<file path="config.mk">
export PLATFORM = sky130hd
export DESIGN_NAME = mem_access_unit
export DESIGN_NICKNAME = d
export VERILOG_FILES = /design/src/rtl/mips_mem_pkg.sv /design/src/rtl/load_extract.sv /design/src/rtl/mem_access_unit.sv
export SDC_FILE = /design/constraint.sdc
export NUM_CORES = 1
export LEC_CHECK = 0
export BUFFER_PORTS_ARGS = -buffer_cell sky130_fd_sc_hd__buf_4
export CELL_PAD_IN_SITES_DETAIL_PLACEMENT = 1
export CELL_PAD_IN_SITES_GLOBAL_PLACEMENT = 1
export CORE_MARGIN = 2
export CORE_UTILIZATION = 32
export CTS_BUF_LIST = sky130_fd_sc_hd__clkbuf_8
export CTS_CLUSTER_DIAMETER = 30
export DETAILED_ROUTE_END_ITERATION = 12
export PLACE_DENSITY = 0.9
export SYNTH_ARGS = -nofsm -noshare
export SYNTH_HDL_FRONTEND = slang
export SYNTH_SLANG_ARGS = --single-unit
</file>
<file path="constraint.sdc">
create_clock -name clk -period 1.85 [get_ports clk]
set_input_delay 0.0925 -clock clk [delete_from_list [all_inputs] [get_ports clk]]
set_output_delay 0.0925 -clock clk [all_outputs]
set_load 0.01 [all_outputs]
</file>
<file path="src/rtl/mips_mem_pkg.sv">
// rtl/mips_mem_pkg.sv - shared encodings and lane helpers for the MEM-stage access unit
package mips_mem_pkg;

  localparam logic [1:0] SZ_BYTE = 2'b00;
  localparam logic [1:0] SZ_HALF = 2'b01;
  localparam logic [1:0] SZ_WORD = 2'b10;
  localparam logic [1:0] SZ_ILL  = 2'b11;

  typedef enum logic {
    ST_IDLE = 1'b0,
    ST_BUSY = 1'b1
  } state_e;

  // Byte enables for an access; loads always fetch the whole word.
  function automatic logic [3:0] lane_be(input logic [1:0] sz, input logic [1:0] off,
                                         input logic is_store);
    logic [3:0] be;
    be = 4'b1111;
    if (is_store) begin
      case (sz)
        SZ_BYTE: be = 4'b0001 << off;
        SZ_HALF: be = off[1] ? 4'b1100 : 4'b0011;
        default: be = 4'b1111;
      endcase
    end
    return be;
  endfunction

  // Halfwords must sit on even addresses, words on multiples of four.
  function automatic logic is_misaligned(input logic [1:0] sz, input logic [1:0] off);
    logic bad;
    bad = 1'b0;
    case (sz)
      SZ_HALF: bad = off[0];
      SZ_WORD: bad = (off != 2'b00);
      default: bad = 1'b0;
    endcase
    return bad;
  endfunction

endpackage

</file>
<file path="src/rtl/load_extract.sv">
// rtl/load_extract.sv - selects the addressed byte/halfword lane and extends it to 32 bits
module load_extract
  import mips_mem_pkg::*;
(
  input  logic [31:0] rdata,
  input  logic [1:0]  size,
  input  logic [1:0]  offset,
  input  logic        unsigned_ld,
  output logic [31:0] ext_data
);

  logic [7:0]  byte_lane;
  logic [15:0] half_lane;

  // Little-endian lane pick, then sign or zero fill from the lane's top bit.
  always_comb begin
    byte_lane = 8'h00;
    half_lane = 16'h0000;
    ext_data  = rdata;
    case (offset)
      2'd0:    byte_lane = rdata[7:0];
      2'd1:    byte_lane = rdata[15:8];
      2'd2:    byte_lane = rdata[23:16];
      default: byte_lane = rdata[31:24];
    endcase
    half_lane = offset[1] ? rdata[31:16] : rdata[15:0];
    case (size)
      SZ_BYTE: ext_data = {{24{~unsigned_ld & byte_lane[7]}}, byte_lane};
      SZ_HALF: ext_data = {{16{~unsigned_ld & half_lane[15]}}, half_lane};
      default: ext_data = rdata;
    endcase
  end

endmodule

</file>
<file path="src/rtl/mem_access_unit.sv">
// rtl/mem_access_unit.sv - MEM-stage load/store unit with req/ack data memory handshake
module mem_access_unit
  import mips_mem_pkg::*;
#(
  parameter int ACK_TIMEOUT = 255,
  parameter int TMO_W       = 8
) (
  input  logic        clk,
  input  logic        rst,
  input  logic        start,
  input  logic        mem_read,
  input  logic        mem_write,
  input  logic [1:0]  size,
  input  logic        unsigned_ld,
  input  logic [31:0] addr,
  input  logic [31:0] wdata,
  output logic        stall,
  output logic [31:0] rdata_out,
  output logic        done,
  output logic        addr_err,
  output logic        bus_err,
  output logic        dmem_req,
  output logic        dmem_we,
  output logic [31:0] dmem_addr,
  output logic [3:0]  dmem_be,
  output logic [31:0] dmem_wdata,
  input  logic [31:0] dmem_rdata,
  input  logic        dmem_ack
);

  localparam logic [TMO_W-1:0] TMO_LIM = TMO_W'(ACK_TIMEOUT);

  state_e            state_q, state_d;
  logic [TMO_W-1:0]  cnt_q, cnt_d;
  logic              we_q, we_d;
  logic [31:0]       addr_q, addr_d;
  logic [3:0]        be_q, be_d;
  logic [31:0]       wdata_q, wdata_d;
  logic [1:0]        size_q, size_d;
  logic [1:0]        off_q, off_d;
  logic              uns_q, uns_d;
  logic [31:0]       rdata_q, rdata_d;
  logic              done_q, done_d;
  logic              addr_err_q, addr_err_d;
  logic              bus_err_q, bus_err_d;

  logic              op_illegal;
  logic              op_ok;
  logic              accept;
  logic [31:0]       store_data;
  logic [31:0]       ext_data;

  assign op_illegal = (mem_read == mem_write) | (size == SZ_ILL);
  assign op_ok      = ~op_illegal & ~is_misaligned(size, addr[1:0]);
  assign accept     = (state_q == ST_IDLE) & start & op_ok;

  // Freeze the pipeline from the accepting cycle until the access retires.
  assign stall      = accept | (state_q == ST_BUSY);

  assign dmem_req   = (state_q == ST_BUSY);
  assign dmem_we    = we_q;
  assign dmem_addr  = addr_q;
  assign dmem_be    = be_q;
  assign dmem_wdata = wdata_q;
  assign rdata_out  = rdata_q;
  assign done       = done_q;
  assign addr_err   = addr_err_q;
  assign bus_err    = bus_err_q;

  // Replicate the store value across every lane it could land in.
  always_comb begin
    store_data = wdata;
    case (size)
      SZ_BYTE: store_data = {4{wdata[7:0]}};
      SZ_HALF: store_data = {2{wdata[15:0]}};
      default: store_data = wdata;
    endcase
  end

  load_extract u_load_extract (
    .rdata       (dmem_rdata),
    .size        (size_q),
    .offset      (off_q),
    .unsigned_ld (uns_q),
    .ext_data    (ext_data)
  );

  // Next-state logic: accept/reject in IDLE, wait for ack or timeout in BUSY.
  always_comb begin
    state_d    = state_q;
    cnt_d      = cnt_q;
    we_d       = we_q;
    addr_d     = addr_q;
    be_d       = be_q;
    wdata_d    = wdata_q;
    size_d     = size_q;
    off_d      = off_q;
    uns_d      = uns_q;
    rdata_d    = rdata_q;
    done_d     = 1'b0;
    addr_err_d = 1'b0;
    bus_err_d  = 1'b0;
    case (state_q)
      ST_IDLE: begin
        if (start) begin
          if (op_ok) begin
            we_d    = mem_write;
            addr_d  = {addr[31:2], 2'b00};
            be_d    = lane_be(size, addr[1:0], mem_write);
            wdata_d = store_data;
            size_d  = size;
            off_d   = addr[1:0];
            uns_d   = unsigned_ld;
            cnt_d   = '0;
            state_d = ST_BUSY;
          end else begin
            addr_err_d = 1'b1;
          end
        end
      end
      ST_BUSY: begin
        // An ack arriving on the timeout cycle still completes the access.
        if (dmem_ack) begin
          if (!we_q) begin
            rdata_d = ext_data;
          end
          done_d  = 1'b1;
          cnt_d   = '0;
          state_d = ST_IDLE;
        end else if ((cnt_q + TMO_W'(1)) == TMO_LIM) begin
          bus_err_d = 1'b1;
          cnt_d     = '0;
          state_d   = ST_IDLE;
        end else begin
          cnt_d = cnt_q + TMO_W'(1);
        end
      end
      default: state_d = ST_IDLE;
    endcase
  end

  // State and registered request/response with synchronous reset.
  always_ff @(posedge clk) begin
    if (rst) begin
      state_q    <= ST_IDLE;
      cnt_q      <= '0;
      we_q       <= 1'b0;
      addr_q     <= '0;
      be_q       <= '0;
      wdata_q    <= '0;
      size_q     <= '0;
      off_q      <= '0;
      uns_q      <= 1'b0;
      rdata_q    <= '0;
      done_q     <= 1'b0;
      addr_err_q <= 1'b0;
      bus_err_q  <= 1'b0;
    end else begin
      state_q    <= state_d;
      cnt_q      <= cnt_d;
      we_q       <= we_d;
      addr_q     <= addr_d;
      be_q       <= be_d;
      wdata_q    <= wdata_d;
      size_q     <= size_d;
      off_q      <= off_d;
      uns_q      <= uns_d;
      rdata_q    <= rdata_d;
      done_q     <= done_d;
      addr_err_q <= addr_err_d;
      bus_err_q  <= bus_err_d;
    end
  end

endmodule

</file>
=== After elaboration in Yosys (flattened, before gate mapping) ===
Cells that the tools add are included.

* Flip-flop bits (word level): 116
* Input port bits: 105
* Word-level logic and storage cells: 69
* Output and inout port bits: 106

* Add/sub/neg operators: 1
* Reductions and logical operators: 10
* Bitwise operators: 13
* Eq/ne operators: 10
* Mux-type cells: 21
* Shifts and indexed selects: 1

{| class="wikitable"
|+ Operators with widths
! kind !! count
|-
| one-hot mux 32 bit (2 select lines) || 2
|-
| two-way mux 8 bit || 4
|-
| one-hot mux 8 bit (3 select lines) || 1
|-
| two-way mux 16 bit || 1
|-
| one-hot mux 8 bit (2 select lines) || 1
|-
| adder 8 x 1 -> 8 bit, second input constant || 1
|-
| equality test 8 bit, second input constant || 1
|-
| two-way mux 4 bit || 2
|-
| one-hot mux 4 bit (2 select lines) || 1
|-
| two-way mux 1 bit || 7
|-
| equality test 2 x 1 -> 1 bit, second input constant || 3
|-
| equality test 2 bit, second input constant || 3
|-
| zero test 2 bit || 3
|-
| NOT 1 bit || 6
|-
| AND reduction 3 bit || 2
|-
| OR reduction 3 bit || 2
|-
| AND 1 bit || 5
|-
| inequality test 2 bit, second input constant || 2
|-
| one-hot mux 1 bit (2 select lines) || 2
|-
| << shifter 1 x 2 -> 4 bit, first input constant || 1
|-
| bitwise OR 1 bit || 2
|-
| AND reduction 2 bit || 1
|-
| nonzero test 2 bit || 1
|-
| OR reduction 2 bit || 1
|-
| equality test 1 bit || 1
|}

=== Depth between registers and ports, before layout ===
Gate-level depths: netlist of the first run.

* Depth after elaboration: 7
* Mapped depth: 10
* Gate-level depth less buffers: 7

=== By module ===
Synthesis of the first run repeated with hierarchy kept, for this count alone.

* Cells, all modules: 680
* Area total of the unflattened synthesis: 5408.9 um2

{| class="wikitable"
|+ By module, submodules not included
! module !! seq. area each (um2) !! cells an instance !! area each (um2) !! instances
|-
| mem_access_unit || 2322.2 || 565 || 4563.1 || 1
|-
| load_extract || 0.0 || 115 || 845.8 || 1
|}

=== Worst setup path after synthesis of the first run ===
Ideal clock, no wire load.

* Path type: register to register
* From: reg cnt_q[1]
* To: reg cnt_q[0]
* Clock period less this slack: 2.003 ns
* Stages on the path, launching flop included: 7
* Required time: 1.729 ns
* Data arrival time: 1.882 ns
* Path slack: -0.153 ns
* Library setup time: 0.121 ns
* Buffers on the path: 0
* Cells stage by stage: dfxtp_1 -> ha_1 -> nand3_2 -> or3_1 -> a32oi_1 -> a31oi_1 -> mux2_2

* Word-level cells in the longest chain between the ends: 5

{| class="wikitable"
|+ Ends and longest elaborated chain
! element !! RTL line !! text
|-
| start: declaration || mem_access_unit.sv:34 || <nowiki>logic [TMO_W-1:0] cnt_q, cnt_d;</nowiki>
|-
| start signal: assignment || mem_access_unit.sv:160 || <nowiki>cnt_q <= cnt_d;</nowiki>
|-
| adder 8 x 1 -> 8 bit || mem_access_unit.sv:130 || <nowiki>end else if ((cnt_q + TMO_W'(1)) == TMO_LIM) begin</nowiki>
|-
| equality test 8 bit || mem_access_unit.sv:130 ||
|-
| two-way mux 8 bit || mem_access_unit.sv:130 ||
|-
| two-way mux 8 bit || mem_access_unit.sv:123 || <nowiki>if (dmem_ack) begin</nowiki>
|-
| one-hot mux 8 bit (2 select lines) || mem_access_unit.sv:103 || <nowiki>case (state_q)</nowiki>
|}

No other way between the ends.
A chain may end at the register's enable or synchronous reset.

=== Worst setup path after layout of the first run ===
Same ends and word-level chain as after synthesis.

==> results of run 1 <==
[cells in the final DEF, fill, tap and decap left out, drive strengths merged, types with 3 or more instances in the layout]
master,instances
nor2b,5
nor3,23
nor2,62
nand2,135
nand3,3
o211ai,7
a32oi,7
a211oi,47
dlygate4sd3,77
a21oi,70
xnor2,5
nor3b,8
mux2,9
nand2b,3
dfxtp,116
bufinv,3
clkbuf,19
a22o,13
buf,244
clkinv,8
nand3b,8
o21ai,12
inv,14
diode,3
a2bb2oi,6
ha,6
[kinds of logic after synthesis]
group	share of synthesized area [%]
other cells	0.07129
buf+inv	5.947
flops	44.15
mux	2.736
compound gates	23.31
simple gates	21.19
xor+xnor	1.166
fa+ha+maj	1.427
[power by group]
part	leakage [nW]	internal, mW	switching [mW]	total (mW)
Combinational	2.37	0.663	0.665	1.33
Sequential	0.946	2.63	0.0928	2.72
Clock	0.209	1.33	1.07	2.41
Total	3.52	4.62	1.83	6.46
[per-layer routing]
layer  vias to the layer above  global-route usage (%)  wire length (um)
met5                         -                       0                 0
met4                         0                   12.72               954
met3                        65                   5.729              1112
met2                       210                   46.76             12390
met1                      2929                   27.30              8714
li1                       2807                       -                 -
[critical path, cell delays in order (launching register included)]
cell and delay [ns]:
dfxtp_4 0.37, ha_4 0.18, buf_6 0.14, nor3b_4 0.24
nand3_2 0.12, a32oi_4 0.28, a31oi_4 0.17, mux2_4 0.29
[flip-flops by register name (all words and copies together) (netlist names), 2 cells and up]
name / cells
cnt_q: 8
dmem_addr: 30
dmem_be: 4
dmem_wdata: 32
off_q: 2
rdata_out: 32
size_q: 2
[stage by stage]
step	instance area, um^2	hold slack, ns	utilization [%]	cells	TNS [ns]
detailed placement	7178	0.3444	44.86	1044	-0.7596
CTS	8392	0.001011	52.45	1153	-0.0001021
finish	8541	0.02680	53.38	1160	-0.1597
global placement	7178	0.3382	44.86	1044	-0.07100
floorplan	5291	0.2237	-	642	-0.05326
global route	8541	0.02283	53.38	1160	-0.6840
[timing repair]
item	in CTS	in global routing
hold buffers	78	0
endpoints found under the hold margin	80	0
resized for setup	11	24
setup buffers	0	2
pin swaps	3	10
setup endpoints to repair	9	27
cloned	0	2
[path summary, 6_finish.rpt]
kind                       from       endpoint  slack, ns  cells after the start
setup / recovery       cnt_q[1]       cnt_q[0]      -0.06                      7
hold / removal         wdata[8]  dmem_wdata[8]       0.03                      3
setup reg to reg       cnt_q[1]       cnt_q[0]      -0.06                      7
hold reg to reg   dmem_addr[19]  dmem_addr[19]       0.46                      2
[cell type report]
cell class,count,area [um^2],share of cell area [%]
Multi-Input combinational cell,458,2774,32.48
Timing Repair Buffer,323,2718,31.82
Sequential cell,116,2331,27.29
Tap cell,216,270.3,3.164
Clock buffer,18,247.7,2.901
Clock inverter,13,141.4,1.655
Inverter,13,51.30,0.6006
Antenna cell,3,7.507,0.08790
==> results.cfg, run 1 <==
[status]
status = complete, but fails checks
violations = negative setup slack

[timing]
period_needed_ns = 1.908
slew_viol_final = 0
setup_viol = 5
final-hold-violation-count = 0
fmax_ghz = 0.5240
fin_ws_ns = -0.05837
fin_worst_skew_ns = 0.01223
finalCritPeriodShare_pct = 103.2
worstMarginPinSlew_ns = 0.8250
rsz0062_at_grt = true
relSlewSlack_pct = 45.00

[route]
route.detailed.drc = 0
wirelength_um = 23170
drtPass1Iterations = 6
viasPerCell = 5.182
drtIter0Drc = 276
ant_nets = 0
wl_per_cell_um = 19.98
via_count = 6011

[logic_synthesis]
syn_inst = 641
synth.distinct_cells = 48
synth-edff-count = 0
syn_area_um2 = 5260
syn_area_per_cell_um2 = 8.206
async_reset_ff_share_pct = 0
synth_largest_area_cell = dfxtp_1
ys_ff_latch = 116
yosysMostFrequentCell = nand2_1
synth_seq_area_share_pct = 44.15
ys_top_cells_by_count = nand2_1 (135), dfxtp_1 (116), a21oi_1 (70)
yosysWarnings = 0
synthTopCellsByArea = dfxtp_1 (44%), nand2_1 (9.6%), a21oi_1 (6.7%), a211oi_1 (4.7%), nor2_1 (4.4%)
synth_top_area_share_pct = 44.15
ys.flop_type = dfxtp_1

[global_route]
grt_max_degree = 69
track_usage_pct = 25.42
grt_overflow = 0
antenna_found_initial = 3
grt_pass1_wl_um = 35050
grt_pass1_vias = 6314

[setup_path]
end_kind = register
start_kind = register
crit_fanout = 7
critical_path_class = reg -> reg
crit_arrival_ns = 2.24
critical_path_required_ns = 2.18

[floorplan]
rows = 46
dieArea_um2 = 17480
die_h_um = 132.2
die_x_um = 132.2
initial_utilization_pct = 32.87
pin_count = 211
coreArea_um2 = 16000

[placement]
gp_congestion = 0.8133
hpwl_um = 13270
dp_slack_ns = -0.1153
numPortBuffers = 208

[pwr]
power.density_nw_per_um2 = 755.9
peakVddDrop_v = 0.0005300
p_leak_nw = 3.525
power_mw = 6.456

[clocking]
h-tree-depth = 4
numClockSinks = 116
path_clk_slew_ns = 0.07
cts_buffer_depth = 2
tritoncts = built
cts_root_buf = clkbuf_8
clk_latency_ns = 0.45
cts_buffers = 17

[run]
maxCapViolCount = 0

[min_path]
hp-class = in -> reg

[finish]
drive_above_1_share_pct = 34.54
areaGrowthSynthToFinish_pct = 62.37
nFillCells = 1915
fin_nets = 1040
Power figures use the tool's default switching activity.
==> run 2: changes to the inputs <==
- CORE_ASPECT_RATIO: not set -> 0.7
- clock period: 1.85 -> 1.6 ns (I/O delays scaled with it)
==> run 2 against run 1 <==
- the run still ends with negative setup slack left
- hold slack worse by 0.018 ns
- flip-flop and latch count stayed put
- register-to-register slack worse by 0.24 ns
- first-iteration DRC count is 13% higher
- clock power is 24% higher
- global-route usage is 0.11 points higher
- sequential share of layout area is 0.94 points lower
- combinational power is 20% higher
- fmax is 0.54% higher
- wire length is 1.6% lower
- largest cell class is now buffers
- highest routed layer unchanged
==> results.cfg, run 2 (synthesis results as in run 1) <==
[floorplan]
initial_utilization_pct = 32.47
dieArea_um2 = 17500
rows = 39
pin_count = 211
die_x_um = 157.2
die_h_um = 111.3
coreArea_um2 = 16200

[finish]
areaGrowthSynthToFinish_pct = 68.32
nFillCells = 1883
multi_input_area_um2 = 2804
drive_above_1_share_pct = 37.44
final_area_um2 = 8853
seq_area_um2 = 2333
final_cell_mix = buf_4 (255), nand2_1 (131), dfxtp_1 (111), dlygate4sd3_1 (80), a21oi_1 (66)
layout_commonest_cell = buf_4
fin_nets = 1065

[run]
maxCapViolCount = 0

[route]
route.detailed.drc = 0
ant_nets = 0
via_count = 6064
viasPerCell = 5.083
wl_per_cell_um = 19.12
drtPass1Iterations = 5
drtIter0Drc = 313
wirelength_um = 22810

[setup_path]
start_kind = register
critPathBufInv = 1
end_kind = register
path_cells = inv_4 > ha_4 > nand2_2 > or3_4 > a32oi_4 > a31oi_4 > mux2_4
critical_path_class = reg -> reg
max_stage_delay_ns = 0.39
crit_arrival_ns = 2.24
critical-path-top-delay-family = compound AO/OA/AOI/OAI gates
crit_slowest_cell = or3_4
critical_path_required_ns = 1.94
crit_fanout = 7

[clocking]
cts_root_buf = clkbuf_8
h-tree-depth = 4
cts_buffer_depth = 2
numClockSinks = 116
tritoncts = built
clk_latency_ns = 0.45
path_clk_slew_ns = 0.08
cts_buffers = 17

[timing]
fin_ws_ns = -0.2981
period_needed_ns = 1.898
rsz0062_at_grt = true
slew_viol_final = 0
setup_viol = 10
fmax_ghz = 0.5268
final-hold-violation-count = 0
finalCritPeriodShare_pct = 118.6
fin_worst_skew_ns = 0.01438

[pwr]
peakVddDrop_v = 0.0006038
power.density_nw_per_um2 = 872.5
p_leak_nw = 3.686
power_mw = 7.725

[placement]
dp_slack_ns = -0.2942
hpwl_um = 13690
dpl_cell_area_um2 = 7457
gp_congestion = 0.8164
numPortBuffers = 208

[global_route]
grt_max_degree = 85
grt_pass1_vias = 6565
antenna_found_initial = 1
grt_overflow = 0
grt_pass1_wl_um = 34930
track_usage_pct = 25.53

[status]
violations = negative setup slack
status = complete, but fails checks

[min_path]
hp-class = in -> reg
-- run 2: worst reg2reg max path, stage by stage, from the launching register on --
cell     delay [ns]
dfxtp_4        0.37
inv_4          0.06
ha_4           0.14
nand2_2        0.06
or3_4          0.39
a32oi_4        0.30
a31oi_4        0.18
mux2_4         0.28
-- run 2: routing by layer --
| layer | wire length (um) | vias to the layer above | GRT usage (%) | share of wire [%] |
|---|---|---|---|---|
| met5 | 0 | - | 0 | 0 |
| met4 | 376 | 0 | 7.394 | 1.6 |
| met3 | 1741 | 34 | 8.327 | 7.6 |
| met2 | 11290 | 253 | 43.52 | 49 |
| met1 | 9406 | 2922 | 30.55 | 41 |
| li1 | - | 2855 | - | - |
-- run 2: final timing paths --
kind	slack, ns	to	start	cells past startpoint
worst max-delay path	-0.30	cnt_q[0]	cnt_q[0]	7
worst min-delay path	0.009	dmem_wdata[9]	wdata[9]	3
worst max register to register	-0.30	cnt_q[0]	cnt_q[0]	7
worst min register to register	0.46	dmem_addr[27]	dmem_addr[27]	2
-- run 2: metrics by stage --
stage          hold slack [ns]  std cells  util (%)  setup TNS, ns
3_3_place_gp            0.3264       1074     46.03         -14.79
5_1_grt                0.01190       1193     54.65         -2.971
3_5_place_dp            0.3380       1074     46.03         -18.03
6_report              0.008600       1193     54.65         -2.471
2_1_floorplan           0.2112        642         -         -1.001
4_1_cts               0.003254       1191     54.17         -1.808
-- run 2: layout make-up --
type	instances	share of cell area [%]
diodes	1	0.02826
clock buffers	22	3.420
clock inverters	10	1.456
inverters	13	0.5794
multi-input cells	458	31.67
flip-flops and latches	116	26.36
well taps	225	3.180
repair buffers	348	33.31
-- run 2: timing repair --
action                                  CTS  global route
hold endpoints to repair                 80             0
endpoints found under the setup margin   28            39
hold buffers                             81             0
pin swaps                                 6             8
setup buffers                             4             2
gates cloned                              0             0
resized for setup                        11            22
-- run 2: power breakdown --
part           switching [mW]  internal [mW]
Clock                    1.25           1.73
Sequential              0.109           3.04
Combinational           0.785          0.813
